### config.mk
export PLATFORM = sky130hd
export DESIGN_NAME = mem_access_unit
export DESIGN_NICKNAME = d
export VERILOG_FILES = /design/src/rtl/mem_access_unit_pkg.sv /design/src/rtl/mem_access_unit_lane_align.sv /design/src/rtl/mem_access_unit.sv
export SDC_FILE = /design/constraint.sdc
export NUM_CORES = 1
export LEC_CHECK = 0
export ABC_AREA = 1
export CAP_MARGIN = 40
export CORE_ASPECT_RATIO = 1.2
export CORE_MARGIN = 2
export CORE_UTILIZATION = 45
export DETAILED_ROUTE_END_ITERATION = 8
export PLACE_DENSITY_LB_ADDON = 0.2
export SYNTH_ARGS = -nofsm -noshare
export SYNTH_HDL_FRONTEND = slang
export SYNTH_SLANG_ARGS = --single-unit
### constraint.sdc
create_clock -name clk -period 5 [get_ports clk]
set_input_delay 0.75 -clock clk [delete_from_list [all_inputs] [get_ports clk]]
set_output_delay 0.75 -clock clk [all_outputs]
set_load 0.005 [all_outputs]
### src/rtl/mem_access_unit_pkg.sv
// Shared types for the M memory interface and the load/store unit:
// M request/response structs, enable levels, access sizes and FSM states.
package mem_access_unit_pkg;

   localparam int MemAddrWidth = 8;

   localparam logic ENABLE  = 1'b1;
   localparam logic DISABLE = 1'b0;

   typedef struct packed {
      logic [31:0] addr;
      logic        read;
      logic        write;
      logic [31:0] val;
   } M_input;

   typedef struct packed {
      logic [31:0] val;
   } M_output;

   typedef enum logic [1:0] {
      SZ_BYTE = 2'd0,
      SZ_HALF = 2'd1,
      SZ_WORD = 2'd2,
      SZ_ILL  = 2'd3
   } lsu_size_t;

   typedef enum logic [2:0] {
      ST_IDLE   = 3'd0,
      ST_RD     = 3'd1,
      ST_RMW_RD = 3'd2,
      ST_RMW_WR = 3'd3,
      ST_WR     = 3'd4,
      ST_RESP   = 3'd5
   } lsu_state_t;

endpackage

### src/rtl/mem_access_unit_lane_align.sv
// Little-endian lane handling: extracts and extends load data from a word,
// and merges sub-word store data into a previously read word.
module lsu_lane_align
   import mem_access_unit_pkg::*;
(
   input  logic [31:0] rd_word,
   input  logic [31:0] merge_word,
   input  logic [1:0]  lane,
   input  lsu_size_t   size,
   input  logic        is_unsigned,
   input  logic [31:0] wdata,
   output logic [31:0] load_data,
   output logic [31:0] store_word
);

   logic [7:0]  byte_sel;
   logic [15:0] half_sel;

   assign byte_sel = rd_word[{lane, 3'b000} +: 8];
   assign half_sel = lane[1] ? rd_word[31:16] : rd_word[15:0];

   always_comb begin
      load_data = rd_word;
      case (size)
         SZ_BYTE: load_data = {{24{~is_unsigned & byte_sel[7]}}, byte_sel};
         SZ_HALF: load_data = {{16{~is_unsigned & half_sel[15]}}, half_sel};
         default: load_data = rd_word;
      endcase
   end

   always_comb begin
      store_word = merge_word;
      case (size)
         SZ_BYTE: store_word[{lane, 3'b000} +: 8] = wdata[7:0];
         SZ_HALF: begin
            if (lane[1]) store_word[31:16] = wdata[15:0];
            else         store_word[15:0]  = wdata[15:0];
         end
         SZ_WORD: store_word = wdata;
         default: store_word = merge_word;
      endcase
   end

endmodule

### src/rtl/mem_access_unit.sv
// Load/store initiator for the word-only M memory; sub-word stores use read-modify-write.
// Optional macro LSU_STATS_EN adds saturating load/store/fault completion counters.
module mem_access_unit
   import mem_access_unit_pkg::*;
#(
   parameter int unsigned ADDR_LIMIT = 4 * (2 ** MemAddrWidth)
`ifdef LSU_STATS_EN
   ,
   parameter int CNT_W = 16
`endif
) (
   input  logic        clk,
   input  logic        rst_n,
   input  logic        req_valid,
   output logic        req_ready,
   input  logic        req_write,
   input  lsu_size_t   req_size,
   input  logic        req_unsigned,
   input  logic [31:0] req_addr,
   input  logic [31:0] req_wdata,
   output logic        rsp_valid,
   input  logic        rsp_ready,
   output logic [31:0] rsp_rdata,
   output logic        rsp_fault,
   output M_input      mem_out,
   input  M_output     mem_in
`ifdef LSU_STATS_EN
   ,
   output logic [CNT_W-1:0] stat_loads,
   output logic [CNT_W-1:0] stat_stores,
   output logic [CNT_W-1:0] stat_faults
`endif
);

   lsu_state_t  state;
   logic [31:0] addr_q;
   lsu_size_t   size_q;
   logic [31:0] wdata_q;
   logic        unsigned_q;
   logic [31:0] merge_q;
   logic [31:0] rdata_q;
   logic        fault_q;
   logic        req_fault;
   logic [31:0] load_data;
   logic [31:0] store_word;

   assign req_fault = (req_size == SZ_ILL)
                   || ((req_size == SZ_HALF) && req_addr[0])
                   || ((req_size == SZ_WORD) && (req_addr[1:0] != 2'b00))
                   || (req_addr >= ADDR_LIMIT);

   lsu_lane_align u_align (
      .rd_word     (mem_in.val),
      .merge_word  (merge_q),
      .lane        (addr_q[1:0]),
      .size        (size_q),
      .is_unsigned (unsigned_q),
      .wdata       (wdata_q),
      .load_data   (load_data),
      .store_word  (store_word)
   );

   always_ff @(posedge clk or negedge rst_n) begin
      if (!rst_n) begin
         state      <= ST_IDLE;
         addr_q     <= '0;
         size_q     <= SZ_BYTE;
         wdata_q    <= '0;
         unsigned_q <= 1'b0;
         merge_q    <= '0;
         rdata_q    <= '0;
         fault_q    <= 1'b0;
      end else begin
         case (state)
            ST_IDLE: begin
               if (req_valid) begin
                  addr_q     <= req_addr;
                  size_q     <= req_size;
                  wdata_q    <= req_wdata;
                  unsigned_q <= req_unsigned;
                  rdata_q    <= '0;
                  fault_q    <= req_fault;
                  if (req_fault)                 state <= ST_RESP;
                  else if (!req_write)           state <= ST_RD;
                  else if (req_size == SZ_WORD)  state <= ST_WR;
                  else                           state <= ST_RMW_RD;
               end
            end
            ST_RD: begin
               rdata_q <= load_data;
               state   <= ST_RESP;
            end
            ST_RMW_RD: begin
               merge_q <= mem_in.val;
               state   <= ST_RMW_WR;
            end
            ST_RMW_WR, ST_WR: state <= ST_RESP;
            ST_RESP: if (rsp_ready) state <= ST_IDLE;
            default: state <= ST_IDLE;
         endcase
      end
   end

   assign req_ready = (state == ST_IDLE);
   assign rsp_valid = (state == ST_RESP);
   assign rsp_rdata = rdata_q;
   assign rsp_fault = fault_q;

   // M is word addressed in practice: the low address bits never reach it.
   always_comb begin
      mem_out.addr  = '0;
      mem_out.read  = DISABLE;
      mem_out.write = DISABLE;
      mem_out.val   = '0;
      case (state)
         ST_RD, ST_RMW_RD: begin
            mem_out.addr = {addr_q[31:2], 2'b00};
            mem_out.read = ENABLE;
         end
         ST_RMW_WR: begin
            mem_out.addr  = {addr_q[31:2], 2'b00};
            mem_out.write = ENABLE;
            mem_out.val   = store_word;
         end
         ST_WR: begin
            mem_out.addr  = {addr_q[31:2], 2'b00};
            mem_out.write = ENABLE;
            mem_out.val   = wdata_q;
         end
         default: ;
      endcase
   end

`ifdef LSU_STATS_EN
   function automatic logic [CNT_W-1:0] sat_inc(input logic [CNT_W-1:0] v);
      return (&v) ? v : v + 1'b1;
   endfunction

   // Each counter steps on the edge that moves the FSM into RESP.
   always_ff @(posedge clk or negedge rst_n) begin
      if (!rst_n) begin
         stat_loads  <= '0;
         stat_stores <= '0;
         stat_faults <= '0;
      end else begin
         if ((state == ST_IDLE) && req_valid && req_fault) stat_faults <= sat_inc(stat_faults);
         if (state == ST_RD) stat_loads <= sat_inc(stat_loads);
         if ((state == ST_WR) || (state == ST_RMW_WR)) stat_stores <= sat_inc(stat_stores);
      end
   end
`endif

endmodule

==> results of run 1 <==
==> state kept, by name (all words and copies together) (netlist names) <==
| signal | cells |
|---|---|
| addr_q | 32 |
| merge_q | 32 |
| rsp_rdata | 32 |
| wdata_q | 32 |
| state | 3 |
| size_q | 2 |
| rsp_fault | 1 |
| unsigned_q | 1 |
==> kinds of logic after synthesis <==
logic type / Yosys count / synth area share, %
AND/OR/NAND/NOR: 446 / 24.19
AO/OA/AOI/OAI: 266 / 19.20
flip-flops: 135 / 44.61
buffers and inverters: 189 / 11.12
adder cells (fa/ha/maj): 5 / 0.8262
other: 1 / 0.04952
==> power breakdown <==
| part | switching, mW | leakage, nW | internal, mW | total [mW] |
|---|---|---|---|---|
| clock network | 0.491 | 0.281 | 0.772 | 1.26 |
| logic | 1.76 | 2.99 | 1.24 | 3.00 |
| registers | 0.270 | 1.60 | 1.51 | 1.78 |
==> cells in the final DEF (no fill, tap or decap), types with 3 or more instances in the layout <==
cell | synthesis | final
clkinv_2 | 0 | 3
a22oi_1 | 12 | 12
o22ai_1 | 8 | 8
clkbuf_8 | 0 | 3
o221ai_2 | 3 | 3
inv_1 | 125 | 125
nand2_2 | 3 | 3
inv_2 | 9 | 9
o21ai_0 | 133 | 133
o21ai_2 | 3 | 3
nor2_4 | 4 | 4
nand3_1 | 26 | 26
buf_4 | 11 | 10
clkdlybuf4s50_1 | 0 | 201
clkinvlp_4 | 0 | 4
a21oi_1 | 68 | 68
ha_1 | 5 | 5
nand2_1 | 346 | 346
nor2_1 | 50 | 50
o31ai_1 | 3 | 3
clkbuf_16 | 0 | 17
dfrtp_1 | 135 | 135
o21ai_1 | 25 | 25
nor3_1 | 7 | 7
o211ai_1 | 9 | 9
==> path summary, 6_finish.rpt <==
path	startpoint	endpoint
hold reg to reg	rsp_rdata[4]$_DFFE_PN0P_	rsp_rdata[4]$_DFFE_PN0P_
min in group clk	rsp_rdata[4]$_DFFE_PN0P_	rsp_rdata[4]$_DFFE_PN0P_
setup / recovery	state[2]$_DFFE_PN0P_	mem_out[61]
max in group asynchronous	rst_n	merge_q[23]$_DFFE_PN0P_
hold / removal	rst_n	wdata_q[9]$_DFFE_PN0P_
setup reg to reg	size_q[0]$_DFFE_PN0P_	rsp_rdata[15]$_DFFE_PN0P_
==> routing by layer <==
layer / track usage (%) / wire (µm) / up-vias
met3: 6.016 / 2386 / 56
met4: 11.95 / 866 / 0
met5: 0 / 0 / -
li1: - / - / 3688
met2: 42.75 / 11190 / 403
met1: 38.06 / 10090 / 3539
==> per-stage QoR <==
stage	util, %	total power, mW	worst slack [ns]
after floorplan	-	3.582	2.483
after global placement	58.90	4.706	1.565
after detailed placement	59.07	4.759	1.526
after CTS	62.70	6.042	1.051
after global routing	62.70	6.492	0.7934
final	62.70	6.041	1.028
==> Yosys cell counts (3+ instances only) <==
library cell | n | area, µm²
nand2_1 | 346 | 1299
dfrtp_1 | 135 | 3378
o21ai_0 | 133 | 665.6
inv_1 | 125 | 469.2
a21oi_1 | 68 | 340.3
nor2_1 | 50 | 187.7
nand3_1 | 26 | 130.1
o21ai_1 | 25 | 125.1
clkbuf_1 | 21 | 78.83
a22oi_1 | 12 | 90.09
buf_2 | 11 | 55.05
buf_4 | 11 | 82.58
buf_6 | 9 | 101.4
inv_2 | 9 | 33.78
o211ai_1 | 9 | 67.56
o22ai_1 | 8 | 50.05
nor3_1 | 7 | 35.03
ha_1 | 5 | 62.56
nor2_4 | 4 | 45.04
nand2_2 | 3 | 18.77
o21ai_2 | 3 | 26.28
o221ai_2 | 3 | 45.04
o31ai_1 | 3 | 22.52
==> layout make-up <==
type / instances / area share (%)
Inverter: 137 / 5.119
Sequential cell: 135 / 32.98
Multi-Input combinational cell: 719 / 32.76
Tap cell: 212 / 2.590
Clock buffer: 21 / 4.593
Timing Repair Buffer: 213 / 20.76
Clock inverter: 11 / 1.197
==> results.yml, run 1 <==
status:
  status: "finished clean"
placement:
  dp_cells: 1416
  dp_hpwl_mm: 18.33
  io_buffers: 202
  place_congestion: 0.9684
  postPlaceCellArea_um2: 9649
global_route:
  grt_start_max_net_pins: 75
  first_global_vias: 7161
  grt_pass1_wl_mm: 38.37
  antenna_found_initial: 0
  track_usage_pct: 27.92
  overflow: 0
setup_path:
  critical_path_class: "register to output pin"
  critPathArrivalTime_ns: 3.22
  r2r_slack_ns: 2.54
  startpoint_type: "register"
  crit_path_max_incr_delay_ns: 0.53
  worst-r2r-cell-count: 7
  crit_top_cell: "nor2_1"
  cp-end-kind: "output pin"
  critical_path.top_delay_family: "buffers and inverters"
  crit_slowest_cell: "nor2_4"
  path_cells: "nor2_1, inv_1, nor2_4, inv_2, nand2_1, nor2_2, buf_4, nor2_1, clkdlybuf4s50_1"
  crit_buf_inv: 4
  crit_required_ns: 4.25
  path_depth: 9
  worst-path-max-fanout: 34
power_and_ir_drop:
  peakVddDrop_uv: 292.7
  power.leakage_nw: 4.874
  powerDensity_nw_per_um2: 589.8
cts:
  clk_latency_ns: 0.43
  tritoncts: "built"
  cts_hold_buf: 0
  cts_setup_buffers: 0
  h-tree-depth: 4
  clk_pin_slew_ns: 0.06
  cts_buffers: 17
  cts_root_buf: "clkbuf_16"
  clock-sinks: 135
  clk_path_buf_depth: 2
  cts_resized: 0
layout:
  area_growth_pct: 35.26
  seq_area_um2: 3378
  multi_input_area_um2: 3356
  num-nets-final: 1332
  layout-drive-gt1-share_pct: 6.149
  final_cell_area_um2: 10240
  diodes: 0
  fin_cells: 1448
  fill_cells: 1497
routing:
  vias_per_cell: 5.308
  drt_iter0_drc: 819
  postRouteAntennaNets: 0
  remaining_drc_errors: 0
  wire_per_inst_um: 16.94
  drt_wl_total_mm: 24.52
  vias: 7686
  drt_pass1_iterations: 5
logic_synthesis:
  ys.flop_type: "dfrtp_1"
  synth_warnings: 0
  synthCells: 1042
  syn_area_um2: 7572
  syn_avg_cell_area_um2: 7.267
  synth_async_sr_flop_share_pct: 100.0
  synth_edf_count: 0
  yosysSeqAreaShare_pct: 44.61
  synth_cell_types: 35
  ys_ff_latch: 135
timing:
  fin_worst_skew_ns: 0.006716
  fin_crit_sh_pct: 79.45
  rsz0062_at_grt: "false"
  max_freq_mhz: 251.7
  fin_crit_ns: 3.972
  slew_violations: 0
  setup_viol: 0
  final.setup.tns_ns: 0
  max-slew-margin-rel_pct: 40.13
  worstMarginPinSlew_ns: 0.8959
  hold_slack_ns: 0.1791
  hold_viol: 0
die:
  start_util_pct: 46.35
  ioPinCount: 205
  rows: 51
  fp.dieH_um: 146.1
  die_area_um2: 17880
  core_area_um2: 16340
  fp.dieW_um: 122.4
min_path:
  hold_path.class: "input port to async pin"
flow_run:
  max-cap-violations: 0
Power figures use the tool's default switching activity.
==> run 2: changes to the inputs <==
Settings changed: CORE_UTILIZATION 45 to 44.
Clock period 5 ns to 3.3 ns, I/O delays scaled along.
==> run 2 against run 1 <==
Compared with the run above:
- utilization decreased by 1.2 points
- combinational power grew 56%
- non-clock buffer count rose by 9
- worst hold slack worse by 0.034 ns
- die area rose by 2.2%
- final cell count increased by 0.97%
- clock power grew 58%
- highest routed layer unchanged
- total power grew 54%
- global-route usage decreased by 0.18 points
- sequential power is 49% higher
==> results.yml, run 2 (synthesized netlist as in run 1, its figures left out) <==
global_route:
  antenna_found_initial: 1
  grt_pass1_wl_mm: 38.38
  track_usage_pct: 27.74
  grt_start_max_net_pins: 89
  overflow: 0
  first_global_vias: 7072
placement:
  dp_hpwl_mm: 18.54
  place_congestion: 0.9421
  io_buffers: 202
setup_path:
  crit_required_ns: 2.80
  critPathArrivalTime_ns: 2.73
  worst-path-max-fanout: 12
  cp-end-kind: "output pin"
  startpoint_type: "register"
  critical_path_class: "register to output pin"
die:
  core_area_um2: 16850
  ioPinCount: 205
  die_area_um2: 18280
  start_util_pct: 44.94
  rows: 52
  fp.dieW_um: 123.8
  fp.dieH_um: 147.7
cts:
  tritoncts: "built"
  clk_latency_ns: 0.43
  clock-sinks: 135
  h-tree-depth: 4
  clk_pin_slew_ns: 0.06
  cts_setup_buffers: 0
  cts_root_buf: "clkbuf_16"
  cts_buffers: 17
  clk_path_buf_depth: 2
  cts_resized: 0
  cts_hold_buf: 0
routing:
  drt_pass1_iterations: 8
  vias: 7516
  wire_per_inst_um: 16.89
  postRouteAntennaNets: 0
  vias_per_cell: 5.141
  drt_wl_total_mm: 24.69
  remaining_drc_errors: 0
  drt_iter0_drc: 587
timing:
  max-slew-margin-rel_pct: 44.86
  slew_violations: 0
  fin_crit_sh_pct: 97.87
  rsz0062_at_grt: "false"
  worstMarginPinSlew_ns: 0.8270
  fin_worst_skew_ns: 0.006931
  hold_viol: 0
  fin_crit_ns: 3.230
  max_freq_mhz: 309.6
  hold_slack_ns: 0.1453
  setup_viol: 0
  final.setup.tns_ns: 0
status:
  status: "finished clean"
power_and_ir_drop:
  powerDensity_nw_per_um2: 898.8
  power.leakage_nw: 4.927
  peakVddDrop_uv: 450.7
layout:
  postLayoutCoreUtil_pct: 61.49
  num-nets-final: 1341
  layout_commonest_cell: "nand2_1"
  area_growth_pct: 36.83
  final_cell_mix: "nand2_1, clkdlybuf4s50_1, dfrtp_1"
  layout-drive-gt1-share_pct: 7.149
min_path:
  hold_path.class: "input port to async pin"
flow_run:
  max-cap-violations: 0
run 2: cell count changes in the layout (fill, tap and decap cells not counted), moves of 2 or more:
cell	delta
clkbuf_8	-2
nand2_2	+2
inv_2	-2
buf_4	+8
nand2_1	-2
inv_6	+4
clkinv_2	-2
clkinv_4	+2
buf_12	+2
run 2: final timing paths:
kind | end | depth (start not counted) | startpoint | slack [ns]
setup / recovery | mem_out[15] | 6 | state[1]$_DFFE_PN0P_ | 0.07
hold / removal | wdata_q[30]$_DFFE_PN0P_ | 1 | rst_n | 0.15
setup reg to reg | rsp_rdata[4]$_DFFE_PN0P_ | 7 | size_q[0]$_DFFE_PN0P_ | 1.33
hold reg to reg | wdata_q[27]$_DFFE_PN0P_ | 2 | wdata_q[27]$_DFFE_PN0P_ | 0.48
max in group asynchronous | addr_q[0]$_DFFE_PN0P_ | 2 | rst_n | 2.38
min in group clk | wdata_q[27]$_DFFE_PN0P_ | 2 | wdata_q[27]$_DFFE_PN0P_ | 0.48
run 2: cell type report:
cell class	count	area (µm²)
timing repair buffer	222	2198
fill	1549	6490
clock buffer	19	442.9
antenna	1	2.502
tap	216	270.3
sequential	135	3379
inverter	137	534.3
multi-input combinational	719	3363
clock inverter	13	170.2
run 2: where the power goes:
group          switching, mW  internal [mW]  total [mW]
Clock                  0.775           1.22        1.99
Sequential             0.370           2.28        2.65
Combinational           2.73           1.94        4.67
Total                   3.87           5.44        9.31
run 2: worst max-delay path, stage by stage (launching register included):
cell and delay [ns]:
dfrtp_1 0.45, inv_2 0.12, nand3_1 0.36, inv_1 0.55, nand2_1 0.09, o21ai_1 0.18, clkdlybuf4s50_1 0.56
run 2: metrics by stage:
step                      worst slack (ns)  area (µm²)  total power, mW  std cells
after floorplan                      1.038        7576            5.427       1043
after global placement              0.5742        9727            7.250       1429
after detailed placement            0.5192        9727            7.299       1429
after CTS                          0.06450       10340            9.314       1461
after global routing              0.008275       10360            10.03       1462
final                              0.07032       10360            9.312       1462
run 2: layer usage:
layer / vias to the layer above / wire [µm] / track usage (%) / part of all wire (%)
li1: 3711 / - / - / -
met3: 48 / 2033 / 5.710 / 8.2
met1: 3422 / 10480 / 37.94 / 42
met2: 335 / 11320 / 42.39 / 46
met5: - / 0 / 0 / 0
met4: 0 / 858 / 12.16 / 3.5
